$ cat config.mk
export PLATFORM = sky130hd
export DESIGN_NAME = mem_arbiter
export DESIGN_NICKNAME = d
export VERILOG_FILES = /design/src/rtl/mem_arb_pkg.sv /design/src/rtl/mem_arb_port.sv /design/src/rtl/mem_arbiter.sv
export SDC_FILE = /design/constraint.sdc
export NUM_CORES = 1
export LEC_CHECK = 0
export BUFFER_PORTS_ARGS = -buffer_cell sky130_fd_sc_hd__buf_2
export CORE_AREA = 3 3 289 291
export DETAILED_ROUTE_END_ITERATION = 8
export DIE_AREA = 0 0 292 294
export PLACE_DENSITY_LB_ADDON = 0.2
export SYNTH_ARGS = -nofsm -noshare
export SYNTH_HDL_FRONTEND = slang
export SYNTH_SLANG_ARGS = --single-unit
$ cat constraint.sdc
create_clock -name clock -period 2 [get_ports clock]
set_input_delay 0.2 -clock clock [delete_from_list [all_inputs] [get_ports clock]]
set_output_delay 0.2 -clock clock [all_outputs]
set_load 0.02 [all_outputs]
$ cat src/rtl/mem_arb_pkg.sv
// Shared types and constants for the two-port DRAM arbiter.
`ifndef DRAM_ADDRESS_SIZE
`define DRAM_ADDRESS_SIZE 32
`endif
`ifndef DRAM_WORD_SIZE
`define DRAM_WORD_SIZE 32
`endif
`ifndef DRAM_BLOCK_SIZE
`define DRAM_BLOCK_SIZE 4
`endif

package mem_arb_pkg;

  localparam int unsigned DEF_ADDR_W      = `DRAM_ADDRESS_SIZE;
  localparam int unsigned DEF_WORD_W      = `DRAM_WORD_SIZE;
  localparam int unsigned DEF_BLOCK_WORDS = `DRAM_BLOCK_SIZE;

  typedef enum logic {
    IDLE,
    WAIT
  } state_e;

  localparam logic PORT_D = 1'b0;
  localparam logic PORT_I = 1'b1;

  typedef logic [DEF_WORD_W-1:0] blk_t [DEF_BLOCK_WORDS];

endpackage

$ cat src/rtl/mem_arb_port.sv
// Per-requester holding register: captures a one-cycle request pulse and
// keeps it pending until the arbiter clears it on completion.
module mem_arb_port
  import mem_arb_pkg::*;
#(
  parameter int unsigned ADDR_W      = DEF_ADDR_W,
  parameter int unsigned WORD_W      = DEF_WORD_W,
  parameter int unsigned BLOCK_WORDS = DEF_BLOCK_WORDS
) (
  input  logic              clock,
  input  logic              reset,
  input  logic              valid,
  input  logic [ADDR_W-1:0] address,
  input  logic              rw,
  input  logic [WORD_W-1:0] data_in [BLOCK_WORDS],
  input  logic              clear,
  output logic              pend,
  output logic [ADDR_W-1:0] addr,
  output logic              rw_out,
  output logic [WORD_W-1:0] data_out [BLOCK_WORDS],
  output logic              overflow
);

  logic              pend_q, pend_d;
  logic [ADDR_W-1:0] addr_q, addr_d;
  logic              rw_q, rw_d;
  logic [WORD_W-1:0] data_q [BLOCK_WORDS];
  logic [WORD_W-1:0] data_d [BLOCK_WORDS];

  // A pulse arriving while the stored request is still live is dropped;
  // a pulse in the clearing cycle re-arms the register (set wins).
  always_comb begin
    overflow = valid && pend_q && !clear;
    pend_d   = pend_q;
    addr_d   = addr_q;
    rw_d     = rw_q;
    data_d   = data_q;
    if (clear) begin
      pend_d = 1'b0;
    end
    if (valid && !overflow) begin
      pend_d = 1'b1;
      addr_d = address;
      rw_d   = rw;
      data_d = data_in;
    end
  end

  always_ff @(posedge clock) begin
    if (reset) begin
      pend_q <= 1'b0;
      addr_q <= '0;
      rw_q   <= 1'b0;
      data_q <= '{default: '0};
    end else begin
      pend_q <= pend_d;
      addr_q <= addr_d;
      rw_q   <= rw_d;
      data_q <= data_d;
    end
  end

  always_comb begin
    pend     = pend_q;
    addr     = addr_q;
    rw_out   = rw_q;
    data_out = data_q;
  end

endmodule

$ cat src/rtl/mem_arbiter.sv
// Shares the DRAM port between the data-cache (D) and instruction-cache (I)
// controllers; one transaction outstanding, round-robin on simultaneous requests.
module mem_arbiter
  import mem_arb_pkg::*;
#(
  parameter int unsigned ADDR_W      = DEF_ADDR_W,
  parameter int unsigned WORD_W      = DEF_WORD_W,
  parameter int unsigned BLOCK_WORDS = DEF_BLOCK_WORDS
) (
  input  logic              clock,
  input  logic              reset,
  input  logic [ADDR_W-1:0] d_address,
  input  logic [WORD_W-1:0] d_data_in [BLOCK_WORDS],
  input  logic              d_rw,
  input  logic              d_valid,
  output logic [WORD_W-1:0] d_data_out [BLOCK_WORDS],
  output logic              d_ready,
  input  logic [ADDR_W-1:0] i_address,
  input  logic              i_valid,
  output logic [WORD_W-1:0] i_data_out [BLOCK_WORDS],
  output logic              i_ready,
  output logic [ADDR_W-1:0] mem_address,
  output logic [WORD_W-1:0] mem_data_out [BLOCK_WORDS],
  output logic              mem_rw,
  output logic              mem_valid,
  input  logic [WORD_W-1:0] mem_data_in [BLOCK_WORDS],
  input  logic              mem_ready,
  output logic              err
);

  state_e state_q, state_d;
  logic   owner_q, owner_d;
  logic   last_grant_q, last_grant_d;
  logic   err_q, err_d;

  logic              d_pend, i_pend;
  logic [ADDR_W-1:0] d_addr, i_addr;
  logic              d_rw_h, i_rw_h;
  logic [WORD_W-1:0] d_blk [BLOCK_WORDS];
  logic [WORD_W-1:0] i_blk [BLOCK_WORDS];
  logic [WORD_W-1:0] zero_blk [BLOCK_WORDS];
  logic              d_clear, i_clear;
  logic              d_ovf, i_ovf;
  logic              sel, drive;

  always_comb zero_blk = '{default: '0};

  mem_arb_port #(
    .ADDR_W      (ADDR_W),
    .WORD_W      (WORD_W),
    .BLOCK_WORDS (BLOCK_WORDS)
  ) u_port_d (
    .clock    (clock),
    .reset    (reset),
    .valid    (d_valid),
    .address  (d_address),
    .rw       (d_rw),
    .data_in  (d_data_in),
    .clear    (d_clear),
    .pend     (d_pend),
    .addr     (d_addr),
    .rw_out   (d_rw_h),
    .data_out (d_blk),
    .overflow (d_ovf)
  );

  // Instruction side is read-only: direction and write data are tied low.
  mem_arb_port #(
    .ADDR_W      (ADDR_W),
    .WORD_W      (WORD_W),
    .BLOCK_WORDS (BLOCK_WORDS)
  ) u_port_i (
    .clock    (clock),
    .reset    (reset),
    .valid    (i_valid),
    .address  (i_address),
    .rw       (1'b0),
    .data_in  (zero_blk),
    .clear    (i_clear),
    .pend     (i_pend),
    .addr     (i_addr),
    .rw_out   (i_rw_h),
    .data_out (i_blk),
    .overflow (i_ovf)
  );

  always_comb begin
    state_d      = state_q;
    owner_d      = owner_q;
    last_grant_d = last_grant_q;
    sel          = owner_q;
    drive        = 1'b0;
    mem_valid    = 1'b0;
    d_ready      = 1'b0;
    i_ready      = 1'b0;
    d_clear      = 1'b0;
    i_clear      = 1'b0;
    case (state_q)
      IDLE: begin
        if (d_pend || i_pend) begin
          if (d_pend && i_pend) begin
            sel = (last_grant_q == PORT_D) ? PORT_I : PORT_D;
          end else begin
            sel = d_pend ? PORT_D : PORT_I;
          end
          drive        = 1'b1;
          mem_valid    = 1'b1;
          owner_d      = sel;
          last_grant_d = sel;
          state_d      = WAIT;
        end
      end
      WAIT: begin
        drive = 1'b1;
        if (mem_ready) begin
          state_d = IDLE;
          if (owner_q == PORT_D) begin
            d_ready = 1'b1;
            d_clear = 1'b1;
          end else begin
            i_ready = 1'b1;
            i_clear = 1'b1;
          end
        end
      end
      default: state_d = IDLE;
    endcase

    mem_address  = '0;
    mem_rw       = 1'b0;
    mem_data_out = '{default: '0};
    if (drive) begin
      if (sel == PORT_D) begin
        mem_address  = d_addr;
        mem_rw       = d_rw_h;
        mem_data_out = d_blk;
      end else begin
        mem_address  = i_addr;
        mem_rw       = i_rw_h;
        mem_data_out = i_blk;
      end
    end

    err_d = err_q | d_ovf | i_ovf;
  end

  always_ff @(posedge clock) begin
    if (reset) begin
      state_q      <= IDLE;
      owner_q      <= PORT_D;
      last_grant_q <= PORT_I;
      err_q        <= 1'b0;
    end else begin
      state_q      <= state_d;
      owner_q      <= owner_d;
      last_grant_q <= last_grant_d;
      err_q        <= err_d;
    end
  end

  always_comb begin
    err        = err_q;
    d_data_out = mem_data_in;
    i_data_out = mem_data_in;
  end

endmodule

==> run metrics <==
status complete, but fails checks; violated checks setup timing; maximum vdd drop 0.651 mV; Synth Warn # 0; flops & latches, synth 199; Syn Nets 1702; final worst slack -0.216 ns; Post-Synthesis Cells 1376; xor/xnor cell area share of the yosys netlist 0; Iteration-0 DRC Markers 275; Net Switching 3.46 mW; CTS buffer count 17; Detailed Routing Iterations Pass 1 4; simple-gate area share of the yosys netlist 0.288; Synth Area in Compound Gates 0.00621; hpwl dp 29.4 mm; vias in the first global route 10100; Critical Setup Path Class flip-flop to output port; initial antenna violation count 2; Filler cells 8969; Final ANT Viol Nets 0; top cell type by total area after synthesis dfxtp_1; largest net degree at the start of global routing 63; Max Fclk 451 MHz; CTS tree built; # IOs 747; WL final 42.5 mm; layout cells sized above 1 0.298; worst skew pair latency 0.50 ns; WL per Instance 15.5 µm; area added between synthesis and finish 38.4%; # diodes 0; Chip Width 292 µm; commonest non-fill, non-tap cell in the layout nand2b_1; Async S/R FF share, synth 0; P_int 7.52 mW; syn_area_per_cell 8.93 µm²; first-pass GRT wire length 60.3 mm; Worst Tran Pin Value 0.493 ns; RSZ-0062 raised after global routing true; Layout Nets 1995; Setup crit end kind output port; Top Family by Delay on Critical Path buffers and inverters; clk buf depth 2; Slew HR 0.671; Hold Path Class primary input to flip-flop; Core ar. 0.0808 mm²; number of flops mapped to enable cells by yosys 0; CTS Sinks 199; die area 0.0858 mm²; fin crit share 1.11; post-synthesis adder-cell area fraction 0; LEAKAGE 7.37 nW; post-synthesis mux area share 0.183; max incr delay on CP 0.38 ns; most frequent cells in the layout nand2b_1, buf_2, mux2i_1; CP cell instances nand2b_4 > a32oi_4 > buf_12 > buf_16 > mux2i_1 > buf_4; GPL Wtd Cong 0.727; critical path arrival 2.02 ns; Die Y 294 µm; Critical Path RT 1.80 ns; Final setup viols 161; CP Max Fanout 8; Slew Limit Fails 0; switching share of power 0.315; FP Rows 104; Flop pwr share 0.400; dominant synthesized flop cell dfxtp_1; clock network fraction of total power 0.338; Comb pwr share 0.262; global route total overflow 0; Tot GR Track Use 0.0930; Buf/Inv on CP 3; CP Launch Type flip-flop; port bufs 362; critical path's slowest cell dfxtp_4; Power Dens Cells 646 mW/mm²; Initial Utilization 0.152; sequential share of the synthesized area 0.324; Final Total Pwr 11.0 mW; DP Area 0.0136 mm²; setup TNS after final layout -19.42 ns; H-tree depth 4; Yosys cell types 25; DR vias 9541; Max Cap Viol 0; post-synth top area share 0.324; Area contributors post-synth dfxtp_1, nand2b_1, mux2i_1; Synth Cell Area 0.0123 mm²; CTS clk-pin slew, worst paths 0.08 ns; Hold Fails Final Rpt 0; DRC Markers 0; Period minus WS final 2.22 ns; main combinational cell family by area after synthesis simple AND/OR/NAND/NOR gates; final non-filler cell area 0.0170 mm²; Layout Skew 0.0141 ns; CTS root buf clkbuf_16; Via density 3.48
## worst reg2reg max path, stage by stage (launching register included)
cell,delay (ns)
dfxtp_1,0.38
nand3b_1,0.31
a21boi_4,0.29
buf_12,0.24
buf_12,0.25
mux2i_1,0.23
## per-stage QoR
step	setup slack [ns]	util	hold slack (ns)	cells
after floorplan	0.254	-	0.317	1376
after global placement	0.205	0.168	0.400	2493
after detailed placement	0.160	0.168	0.400	2493
after CTS	-0.347	0.203	0.111	2728
after global routing	-0.325	0.210	0.166	2742
final	-0.216	0.210	0.108	2742
## synthesized netlist by cell type, drive strengths merged, types with 2 or more instances
cell type and count:
buf 284, and2 130, a21boi 2, clkbuf 62, nor2 5, nand2b 387, a21oi 4, nand3 2
nand2 65, mux2i 225, dfxtp 199, inv 3
## path summary, 6_finish.rpt
path                                         endpoint  depth (start not counted)  slack [ns]                   from
worst max-delay path                  mem_address[27]                          6       -0.22                state_q
worst min-delay path            u_port_d.data_out[29]                          3        0.11          d_data_in[29]
worst max register to register  u_port_d.data_out[47]                          5        0.22                owner_q
worst min register to register  u_port_d.data_out[22]                          2        0.47  u_port_d.data_out[22]
## kinds of logic (layout without fill, tap and decap cells)
group                  after synthesis  after routing
multiplexers                       225            225
buffers and inverters              349            655
AND/OR/NAND/NOR                    593            593
flip-flops                         199            199
AO/OA/AOI/OAI                       10             10
## area by class of cell
class                   instances  area, µm²  share of cell area
repair buffers                620       5060               0.298
well taps                    1060       1330              0.0780
inverters                       3       11.3            0.000662
clock inverters                15        156             0.00920
flip-flops and latches        199       4000               0.235
clock buffers                  17        425              0.0250
multi-input cells             828       6030               0.354
## power by group through the flow
stage	Sequential (mW)	Combinational, mW	Clock (mW)
after floorplan	4.42	2.08	0
after global placement	4.48	2.12	0
after detailed placement	4.48	2.14	0
after CTS	4.40	2.65	3.97
after global routing	4.43	3.11	4.07
final	4.40	2.87	3.71
## metal layers
layer,wire (µm),share of wire,track usage
met3,3460,0.081,0.0376
met2,20400,0.48,0.157
met5,0,0,0
met4,1480,0.035,0.0471
met1,17200,0.40,0.101
## state kept, by name, summed over array words and instances (netlist names)
| name | flops |
|---|---|
| u_port_d.data_out | 128 |
| u_port_d.addr | 32 |
| u_port_i.addr | 32 |
| err | 1 |
| last_grant_q | 1 |
| owner_q | 1 |
| state_q | 1 |
| u_port_d.pend | 1 |
| u_port_d.rw_out | 1 |
| u_port_i.pend | 1 |
## repair_timing
item / in CTS / in global routing
hold buffers: 195 / 0
pin swaps: 2 / 4
resized for setup: 60 / 129
cloned: 4 / 7
setup endpoints to repair: 161 / 161
endpoints found under the hold margin: 196 / 0
buffers inserted: 4 / 8
No activity file was read; power rests on OpenSTA's default activity.
